[config.mk]
export PLATFORM = sky130hd
export DESIGN_NAME = uart_sim_transmitter
export DESIGN_NICKNAME = d
export VERILOG_FILES = /design/src/rtl/uart_sim_transmitter.sv
export SDC_FILE = /design/constraint.sdc
export NUM_CORES = 1
export LEC_CHECK = 0
export CORE_MARGIN = 3
export CORE_UTILIZATION = 61
export CTS_CLUSTER_DIAMETER = 100
export DETAILED_ROUTE_END_ITERATION = 16
export PLACE_DENSITY = 0.87
export SLEW_MARGIN = 20
export SYNTH_ARGS = -nofsm -noshare
export SYNTH_HDL_FRONTEND = slang
export SYNTH_SLANG_ARGS = --single-unit
[constraint.sdc]
create_clock -name clk_i -period 2.7 [get_ports clk_i]
set_input_delay 0.54 -clock clk_i [delete_from_list [all_inputs] [get_ports clk_i]]
set_output_delay 0.54 -clock clk_i [all_outputs]
set_load 0.1 [all_outputs]
[src/rtl/uart_sim_transmitter.sv]
// Simulation-side UART transmitter: byte FIFO feeding an LSB-first 8N1 serializer.
// Define UART_SIM_TX_PARITY_EN to add an even-parity bit (8E1 frames).
module uart_sim_transmitter #(
  parameter int BAUD_RATE  = 19200,
  parameter int CLOCK_FREQ = 100000000,
  parameter int FIFO_DEPTH = 8
) (
  input  logic       clk_i,
  input  logic       rst_i,
  input  logic [7:0] data_i,
  input  logic       valid_i,
  output logic       ready_o,
  output logic       txd_o,
  output logic       busy_o
);

  localparam int DIV = CLOCK_FREQ / BAUD_RATE;
  localparam int CW  = (DIV < 2) ? 1 : $clog2(DIV);
  localparam int PW  = $clog2(FIFO_DEPTH);
  localparam logic [CW-1:0] BAUD_LAST = CW'(DIV - 1);

  if (DIV < 2) begin : g_div_check
    $error("uart_sim_transmitter: CLOCK_FREQ / BAUD_RATE must be at least 2");
  end

  if ((FIFO_DEPTH < 2) || ((FIFO_DEPTH & (FIFO_DEPTH - 1)) != 0)) begin : g_depth_check
    $error("uart_sim_transmitter: FIFO_DEPTH must be a power of two >= 2");
  end

`ifdef UART_SIM_TX_PARITY_EN
  typedef enum logic [2:0] {IDLE, START, DATA, PARITY, STOP} state_t;
`else
  typedef enum logic [2:0] {IDLE, START, DATA, STOP} state_t;
`endif

  state_t          state, state_next;
  logic [7:0]      mem [FIFO_DEPTH];
  logic [PW:0]     wr_ptr, rd_ptr;
  logic            full, empty, push, pop;
  logic [CW-1:0]   baud_cnt;
  logic [2:0]      bit_cnt;
  logic [7:0]      shreg, shreg_next;
  logic            baud_done, txd_next;
`ifdef UART_SIM_TX_PARITY_EN
  logic            parity;
`endif

  assign full      = (wr_ptr[PW] != rd_ptr[PW]) && (wr_ptr[PW-1:0] == rd_ptr[PW-1:0]);
  assign empty     = (wr_ptr == rd_ptr);
  assign ready_o   = !full;
  assign push      = valid_i && !full;
  assign busy_o    = (state != IDLE) || !empty;
  assign baud_done = (baud_cnt == BAUD_LAST);

  always_ff @(posedge clk_i) begin
    if (push) mem[wr_ptr[PW-1:0]] <= data_i;
  end

  always_ff @(posedge clk_i or posedge rst_i) begin
    if (rst_i) begin
      wr_ptr <= '0;
      rd_ptr <= '0;
    end else begin
      if (push) wr_ptr <= wr_ptr + 1'b1;
      if (pop)  rd_ptr <= rd_ptr + 1'b1;
    end
  end

  always_comb begin
    state_next = state;
    pop        = 1'b0;
    shreg_next = shreg;
    txd_next   = 1'b1;
    case (state)
      IDLE: begin
        if (!empty) begin
          pop        = 1'b1;
          shreg_next = mem[rd_ptr[PW-1:0]];
          state_next = START;
        end
      end
      START: begin
        if (baud_done) state_next = DATA;
      end
      DATA: begin
        if (baud_done) begin
          shreg_next = {1'b0, shreg[7:1]};
          if (bit_cnt == 3'd7) begin
`ifdef UART_SIM_TX_PARITY_EN
            state_next = PARITY;
`else
            state_next = STOP;
`endif
          end
        end
      end
`ifdef UART_SIM_TX_PARITY_EN
      PARITY: begin
        if (baud_done) state_next = STOP;
      end
`endif
      STOP: begin
        if (baud_done) state_next = IDLE;
      end
      default: state_next = IDLE;
    endcase

    // txd_o is registered, so its next value follows the state being entered.
    case (state_next)
      START:   txd_next = 1'b0;
      DATA:    txd_next = shreg_next[0];
`ifdef UART_SIM_TX_PARITY_EN
      PARITY:  txd_next = parity;
`endif
      default: txd_next = 1'b1;
    endcase
  end

  always_ff @(posedge clk_i or posedge rst_i) begin
    if (rst_i) begin
      state    <= IDLE;
      baud_cnt <= '0;
      bit_cnt  <= '0;
      shreg    <= '0;
      txd_o    <= 1'b1;
`ifdef UART_SIM_TX_PARITY_EN
      parity   <= 1'b0;
`endif
    end else begin
      state <= state_next;
      shreg <= shreg_next;
      txd_o <= txd_next;
      if (state == IDLE) begin
        baud_cnt <= '0;
        bit_cnt  <= '0;
      end else begin
        baud_cnt <= baud_done ? '0 : baud_cnt + 1'b1;
        if ((state == DATA) && baud_done) bit_cnt <= bit_cnt + 1'b1;
      end
`ifdef UART_SIM_TX_PARITY_EN
      if (pop) parity <= ^shreg_next;
`endif
    end
  end

endmodule
==> results of run 1 <==
## cell families (layout without fill, tap and decap cells)
| group | Yosys count | after routing |
|---|---|---|
| DFF | 100 | 100 |
| and+or+nand+nor | 90 | 90 |
| AOI/OAI and AO/OA | 26 | 26 |
| xor gates and xnor gates | 26 | 26 |
| muxes | 20 | 20 |
| buffers and inverters | 18 | 50 |
| adders and majority gates | 5 | 5 |
| other | 1 | 1 |
## per-stage QoR
step                hold WS [ns]  power (mW)  cell area [sq um]  std cells  setup WS (ns)
CTS                        0.502        4.68               4940        414          0.164
finish                     0.501        4.64               4940        414          0.172
detailed placement         0.487        3.71               4720        398          0.430
global placement           0.471        3.64               4720        398          0.486
global route               0.523        4.89               4940        414         0.0747
floorplan                  0.455        3.34               4430        286        -0.0567
## timing repair
item	in CTS	in global routing
endpoints found under the hold margin	0	0
endpoints found under the setup margin	1	0
gates resized for setup	1	0
## layer usage
layer  wire length (um)  up-vias
li1                   -     1144
met1               3440     1244
met2               3970       45
met3                305       15
met4                161        0
met5                  0        -
## synthesized netlist by cell type (3+ instances only)
master	instances
a21oi_1	8
a221o_1	6
and3_1	3
buf_2	6
dfrtp_1	35
edfxtp_1	64
ha_1	5
inv_1	7
mux4_1	16
nand2_1	23
nand2b_1	9
nand3_1	8
nand4_1	6
nor2_1	22
nor3_1	6
xnor2_1	16
xor2_1	9
## worst max-delay path, cell delays in order, from the launching register on
cell and delay (ns):
dfrtp_1 0.59, xor2_1 0.25, nor4_2 0.43, nand2_1 0.16, buf_12 0.20
## power breakdown
part | internal [mW] | switching, mW | leakage [nW] | total (mW)
clock | 0.376 | 0.576 | 0.106 | 0.951
sequential | 1.94 | 0.227 | 1.04 | 2.17
combinational | 0.658 | 0.863 | 0.694 | 1.52
## cell type report
| type | instances | area (sq um) |
|---|---|---|
| well taps | 96 | 120 |
| multi-input cells | 168 | 1500 |
| flip-flops and latches | 100 | 2820 |
| clock buffers | 9 | 124 |
| repair buffers | 27 | 253 |
| clock inverters | 7 | 88.8 |
| inverters | 7 | 26.3 |
| fillers | 456 | 1970 |
## how the worst max path moves through the flow
| stage | end | slack (ns) | cells past startpoint |
|---|---|---|---|
| 6_report | busy_o | 0.17 | 4 |
| 5_1_grt | busy_o | 0.07 | 4 |
| 4_1_cts | busy_o | 0.16 | 4 |
| 3_5_place_dp | busy_o | 0.43 | 4 |
| 3_3_place_gp | busy_o | 0.49 | 4 |
| 2_1_floorplan | mem[5][0]$_DFFE_PP_ | -0.06 | 5 |
## sequential cells by signal, indices dropped and copies added, names as in the netlist
signal / count
baud_cnt: 13
bit_cnt: 3
mem: 64
rd_ptr: 4
shreg: 8
state: 3
txd_o: 1
wr_ptr: 4
==> impl_metrics.ini, run 1 <==
[worst_hold_path]
min_path_type = reg -> reg
min_to = bit_cnt[0]$_DFFE_PP0P_
hp-start = bit_cnt[0]$_DFFE_PP0P_
holdPathStages = 1

[sta]
fmax_mhz = 396
worst_pin_slew_ns = 0.634
rsz0062_at_grt = no
max_slew_margin_pct = 57.6
fin_crit_ns = 2.53
setup_violations = 0
fin_crit_sh_pct = 93.6
hold_violations = 0
final.setup.tns_ns = 0
skew_ns = 0.0121
drv_slew = 0

[yosys]
synth_edf_count = 64
ys.flop_type = edfxtp_1
synth_top_area_cell = edfxtp_1
yosys.area_share.simple_pct = 10.6
synth.area.mux_share_pct = 10.5
synth-xor-area-share_pct = 5.59
yosysTopAreaCellShare_pct = 43.6
synth_cell_types = 45
syn_area_sq_um = 4410
synth_top_family_by_area = simple AND/OR/NAND/NOR gates
ys_ff_latch = 100
avgSynthCellArea_sq_um = 15.4
synthArstFlopShare_pct = 36.0
synth_nets = 302
ys_seq_area_share_pct = 64.0
synthAdderAreaFrac_pct = 1.42
yosysWarningCount = 0
synth_area_leaders = edfxtp_1 (44%), dfrtp_1 (20%), mux4_1 (9.5%)
syn_inst = 286
synth_compound_area_share_pct = 5.36

[setup_path]
arrival_ns = 1.99
cp-startpoint = wr_ptr[0]$_DFFE_PP0P_
critPathKind = reg -> out
r2r_cells = 4
worstPathRequired_ns = 2.16
ff2ff_setup_slack_ns = 0.62
crit_fanout = 9
end_kind = primary output
reg2reg_from = wr_ptr[0]$_DFFE_PP0P_
reg2reg_to = shreg[1]$_DFFE_PP0P_
critPathLaunchType = flip-flop

[pwr]
leakagePower_nw = 1.84
cellPowerDensity_nw_per_um2 = 940
peakVddDrop_uv = 503

[floorplanning]
initial_utilization_pct = 63.9
die_h_um = 91.0
fp.dieW_um = 91.0
die_area_sq_um = 8290
fp-row-count = 30
core-area_sq_um = 6910
num_io_pins = 14

[global_routing]
grt_pass1_wl_mm = 13.1
grt_pass1_vias = 2544
busiest_layer = met2
grt_max_degree = 37
antenna_found_initial = 0
grtUsageMet1_pct = 26.9
grt_use_met3_pct = 4.89
gr-total-overflow = 0
grt_use_total_pct = 20.7
met2_usage_pct = 34.5

[finish]
area_growth_syn_to_layout_pct = 12.0
nNetsFinal = 329
fin_util_pct = 71.5
antennaDiodeCount = 0
most-common-layout-cells = edfxtp_1 (64), dfrtp_1 (35), nand2_1 (23)
final_common_cell = edfxtp_1
drive_gt1_share_pct = 15.4

[route]
drtIter0Drc = 198
drtPass1Iterations = 4
routed_via_density = 5.91
routed_wl_mm = 7.87
drcViolationCount = 0
route.vias.total = 2448
final_antenna_net_count = 0
drt-wirelength-per-cell_um = 19.0

[cts]
cts_root_buffer = clkbuf_8
cts_buffers = 9
post_cts_buffers = 0
cts_tree = yes
clk_latency_ns = 0.37
htree_num_levels = 3
cts-hold-fix-buffers = 0
clk_path_buf_depth = 2
path_clk_slew_ns = 0.10
clock-sinks = 100

[placement]
port-buffer-count = 13
place_congestion = 0.892
dp_hpwl_mm = 5.27

[status]
status = finished clean

[flow_run]
cap_violations = 0
No activity file was read; power rests on OpenSTA's default activity.
==> inputs of run 2 (changes only) <==
clock period = 2.6 ns   (was 2.7 ns; I/O delays follow)
==> impl_metrics.ini, run 2 (same netlist as run 1, synthesis figures left out) <==
[status]
status = finished clean

[setup_path]
crit_family = XOR/XNOR gates
critPathLaunchType = flip-flop
critPathKind = reg -> out
worstPathRequired_ns = 2.08
cp-startpoint = wr_ptr[2]$_DFFE_PP0P_
reg2reg_from = rd_ptr[1]$_DFFE_PP0P_
arrival_ns = 1.93
crit_fanout = 4
reg2reg_to = shreg[1]$_DFFE_PP0P_
cp-endpoint = busy_o
cp_cell_sequence = xor2_1 -> nor4_1 -> buf_4 -> nand2_1 -> buf_12
critPathBufInv = 2
end_kind = primary output
cp_slowest_cell = xor2_1
ff2ff_setup_slack_ns = 0.50
r2r_cells = 5
slowest_delay_ns = 0.51
cp.depth = 5

[global_routing]
grt_use_total_pct = 20.8
grt_max_degree = 37
grt_pass1_wl_mm = 13.1
antenna_found_initial = 0
grt_pass1_vias = 2495
gr-total-overflow = 0

[cts]
clk_latency_ns = 0.37
clk_path_buf_depth = 2
cts_tree = yes
htree_num_levels = 3
clock-sinks = 100
cts_buffers = 9
cts-hold-fix-buffers = 0
cts_root_buffer = clkbuf_8
post_cts_buffers = 0
path_clk_slew_ns = 0.10

[finish]
seq_area_sq_um = 2830
fin_util_pct = 71.7
fin_area_sq_um = 4950
multiInputGateArea_sq_um = 1540
drive_gt1_share_pct = 17.4
final_common_cell = edfxtp_1
nNetsFinal = 327
antennaDiodeCount = 0
nFillCells = 447
final_cells = 412
area_growth_syn_to_layout_pct = 12.2
largest_reg_flops = 64
most-common-layout-cells = edfxtp_1 (64), dfrtp_1 (33), nand2_1 (23)

[floorplanning]
die_h_um = 91.0
num_io_pins = 14
fp-row-count = 30
core-area_sq_um = 6910
die_area_sq_um = 8290
fp.dieW_um = 91.0
initial_utilization_pct = 63.9

[sta]
max_slew_margin_pct = 59.3
skew_ns = 0.00750
rsz0062_at_grt = no
setup_violations = 0
fin_crit_ns = 2.45
worst_pin_slew_ns = 0.608
drv_slew = 0
fin_ws_ns = 0.151
hold_violations = 0
fin_crit_sh_pct = 94.2
fmax_mhz = 408

[placement]
place_ws_ns = 0.476
place_congestion = 0.785
dp_hpwl_mm = 5.23
place_area_sq_um = 4740
dp.cells = 396
port-buffer-count = 13

[route]
drcViolationCount = 0
routed_via_density = 5.91
drtIter0Drc = 174
drt-wirelength-per-cell_um = 18.9
route.vias.total = 2434
routed_wl_mm = 7.80
final_antenna_net_count = 0
drtPass1Iterations = 4

[pwr]
peakVddDrop_uv = 474
leakagePower_nw = 1.84
cellPowerDensity_nw_per_um2 = 984

[flow_run]
cap_violations = 0

[worst_hold_path]
min_path_type = reg -> reg
-- run 2: report_power, final --
part	internal, mW	total [mW]	switching (mW)
Combinational	0.702	1.60	0.903
Clock	0.387	0.976	0.588
Sequential	2.02	2.29	0.270
Total	3.11	4.87	1.76
-- run 2: how the worst min path moves through the flow --
| stage | from | to | cells past startpoint |
|---|---|---|---|
| CTS | shreg[7]$_DFFE_PP0P_ | shreg[7]$_DFFE_PP0P_ | 1 |
| finish | bit_cnt[0]$_DFFE_PP0P_ | bit_cnt[0]$_DFFE_PP0P_ | 1 |
| global placement | shreg[7]$_DFFE_PP0P_ | shreg[7]$_DFFE_PP0P_ | 1 |
| global route | bit_cnt[0]$_DFFE_PP0P_ | bit_cnt[0]$_DFFE_PP0P_ | 1 |
| detailed placement | shreg[7]$_DFFE_PP0P_ | shreg[7]$_DFFE_PP0P_ | 1 |
| floorplan | bit_cnt[0]$_DFFE_PP0P_ | bit_cnt[0]$_DFFE_PP0P_ | 1 |
-- run 2: area by class of cell --
cell class                 instances  share of cell area [%]
sequential                       100                    57.1
timing repair buffer              25                    4.80
tap                               96                    2.43
multi-input combinational        168                    31.0
inverter                           7                   0.531
clock inverter                     7                    1.59
clock buffer                       9                    2.50
-- run 2: metal layers --
layer	share of wire (%)	global-route usage, %	vias up
met5	0	0	-
met4	1.3	6.66	0
met3	5.6	5.88	11
met2	50	33.0	56
met1	43	28.2	1226
li1	-	-	1141
-- run 2: metrics by stage --
stage | setup TNS, ns | total power [mW] | hold WS (ns)
final | 0 | 4.87 | 0.503
after global routing | 0 | 5.14 | 0.521
after CTS | 0 | 4.91 | 0.512
after detailed placement | 0 | 3.92 | 0.483
after global placement | 0 | 3.83 | 0.474
after floorplan | -1.94 | 3.53 | 0.455
-- run 2: worst reg2reg max path: cells and delay by family, from the launching register on --
kind | cells | cell delay, ns
simple gates | 1 | 0.10
flops | 1 | 0.50
compound gates | 2 | 0.39
mux | 1 | 0.63
buf+inv | 1 | 0.36
-- run 2: timing repair --
action | in CTS | in global routing
gates resized for setup | 0 | 2
endpoints found under the setup margin | 0 | 1
endpoints found under the hold margin | 0 | 0
==> inputs of run 3 (changes only) <==
CORE_UTILIZATION = 55   (was 61)
PLACE_DENSITY = 0.83   (was 0.87)
REMOVE_ABC_BUFFERS = 1   (was not set)
clock period = 1.99 ns   (was 2.6 ns; I/O delays follow)
==> impl_metrics.ini, run 3 (same netlist as run 1, synthesis figures left out) <==
[global_routing]
met2_usage_pct = 33.7
gr-total-overflow = 0
busiest_layer = met2
grt_use_total_pct = 20.3
grt_pass1_vias = 2609
grt_use_met3_pct = 4.50
grt_max_degree = 37
grt_pass1_wl_mm = 13.5
grtUsageMet1_pct = 26.2
antenna_found_initial = 0

[status]
violations = setup timing
status = finished with violations

[cts]
htree_num_levels = 3
cts_buffers = 9
cts_root_buffer = clkbuf_8
clk_latency_ns = 0.38
clock-sinks = 100
clk_path_buf_depth = 2
cts_tree = yes
path_clk_slew_ns = 0.11
cts-hold-fix-buffers = 0

[worst_hold_path]
min_path_type = in -> async

[finish]
drive_gt1_share_pct = 28.5
largest_reg_flops = 64
final_common_cell = edfxtp_1
fin_util_pct = 67.7
multiInputGateArea_sq_um = 1550
area_growth_syn_to_layout_pct = 19.2
antennaDiodeCount = 0
seq_area_sq_um = 2830
most-common-layout-cells = edfxtp_1 (64), buf_4 (33), dfrtp_1 (29)
nNetsFinal = 355
nFillCells = 500

[setup_path]
arrival_ns = 1.72
slowest_delay_ns = 0.49
worstPathRequired_ns = 1.59
cp_cell_sequence = xor2_2 -> nor4_4 -> buf_4 -> nand2_4 -> buf_12
cp_slowest_cell = dfrtp_2
end_kind = primary output
reg2reg_from = rd_ptr[1]$_DFFE_PP0P_
critPathBufInv = 2
ff2ff_setup_slack_ns = 0.08
reg2reg_to = shreg[1]$_DFFE_PP0P_
crit_fanout = 3
r2r_cells = 7
critPathKind = reg -> out
critPathLaunchType = flip-flop
crit_family = flip-flops

[sta]
final.setup.tns_ns = -0.219
fmax_mhz = 471
skew_ns = 0.0126
fin_crit_ns = 2.12
rsz0062_at_grt = yes
fin_crit_sh_pct = 107
drv_slew = 0
hold_violations = 0
setup_violations = 2
fin_ws_ns = -0.133

[placement]
port-buffer-count = 13
dp_hpwl_mm = 5.21
place_congestion = 0.870

[floorplanning]
fp.dieW_um = 95.6
die_area_sq_um = 9130
num_io_pins = 14
core-area_sq_um = 7770
initial_utilization_pct = 56.8
fp-row-count = 32
die_h_um = 95.6

[route]
drtPass1Iterations = 4
routed_via_density = 5.83
drcViolationCount = 0
final_antenna_net_count = 0
drtIter0Drc = 186
routed_wl_mm = 8.72
drt-wirelength-per-cell_um = 19.5
route.vias.total = 2599

[pwr]
leakagePower_nw = 1.97
power_switching_mw = 2.62
p_comb_share_pct = 41.1
power.total_mw = 7.30
clkPwrFrac_pct = 17.9
internal_power_mw = 4.67
share_seq_of_total_power_pct = 41.0
peakVddDrop_uv = 655
cellPowerDensity_nw_per_um2 = 1390
swShare_pct = 36.0

[flow_run]
cap_violations = 0
==> run 3: changes by cell type in the layout (fill, tap and decap cells not counted), sizes merged <==
cell	previous run	this run
inv	12	11
buf	15	42
clkinv	2	3
clkbuf	9	10
==> run 3: power by group through the flow <==
stage,sequential (mW),combinational [mW],clock (mW)
floorplan,3.06,1.32,0
global placement,2.94,2.15,0
detailed placement,2.96,2.22,0
CTS,2.96,2.76,1.33
global route,3.02,3.20,1.43
finish,2.99,3.00,1.31
==> run 3: area by class of cell <==
| type | instances | share of cell area, % |
|---|---|---|
| Multi-Input combinational cell | 168 | 29.6 |
| Clock inverter | 7 | 1.59 |
| Clock buffer | 9 | 2.36 |
| Inverter | 7 | 0.500 |
| Timing Repair Buffer | 53 | 9.69 |
| Sequential cell | 100 | 53.9 |
| Tap cell | 102 | 2.43 |
==> run 3: metrics by stage <==
| step | setup WS (ns) | area [sq um] | hold WS (ns) | instances |
|---|---|---|---|---|
| global route | -0.169 | 5260 | 0.480 | 446 |
| finish | -0.133 | 5260 | 0.416 | 446 |
| detailed placement | 0.103 | 4810 | 0.487 | 414 |
| floorplan | -1.14 | 4330 | 0.455 | 275 |
| CTS | -0.0909 | 5250 | 0.431 | 444 |
| global placement | 0.142 | 4810 | 0.471 | 414 |
==> run 3: worst max-delay path by stage <==
stage | from | to | slack [ns] | depth (start not counted)
CTS | rd_ptr[1]$_DFFE_PP0P_ | busy_o | -0.09 | 5
finish | wr_ptr[0]$_DFFE_PP0P_ | busy_o | -0.13 | 5
global placement | rd_ptr[1]$_DFFE_PP0P_ | shreg[6]$_DFFE_PP0P_ | 0.14 | 5
global route | wr_ptr[0]$_DFFE_PP0P_ | busy_o | -0.17 | 5
floorplan | rd_ptr[1]$_DFFE_PP0P_ | mem[0][0]$_DFFE_PP_ | -1.14 | 4
detailed placement | rd_ptr[1]$_DFFE_PP0P_ | shreg[5]$_DFFE_PP0P_ | 0.10 | 5
==> run 3: worst min-delay path, delay by kind of cell <==
kind                   cells  cell delay (ns)
buffers and inverters      3             0.85
==> run 3: routing by layer <==
metal / share of wire [%] / wire, um / vias up
li1: - / - / 1178
met1: 42 / 3650 / 1321
met2: 52 / 4500 / 89
met3: 5.1 / 445 / 11
met4: 1.4 / 122 / 0
met5: 0 / 0 / -
==> run 3: what timing repair did <==
item | 4_1_cts | 5_1_grt
gates resized for setup | 22 | 16
pin swaps | 7 | 2
gates cloned | 0 | 1
endpoints found under the setup margin | 2 | 14
setup buffers | 14 | 1
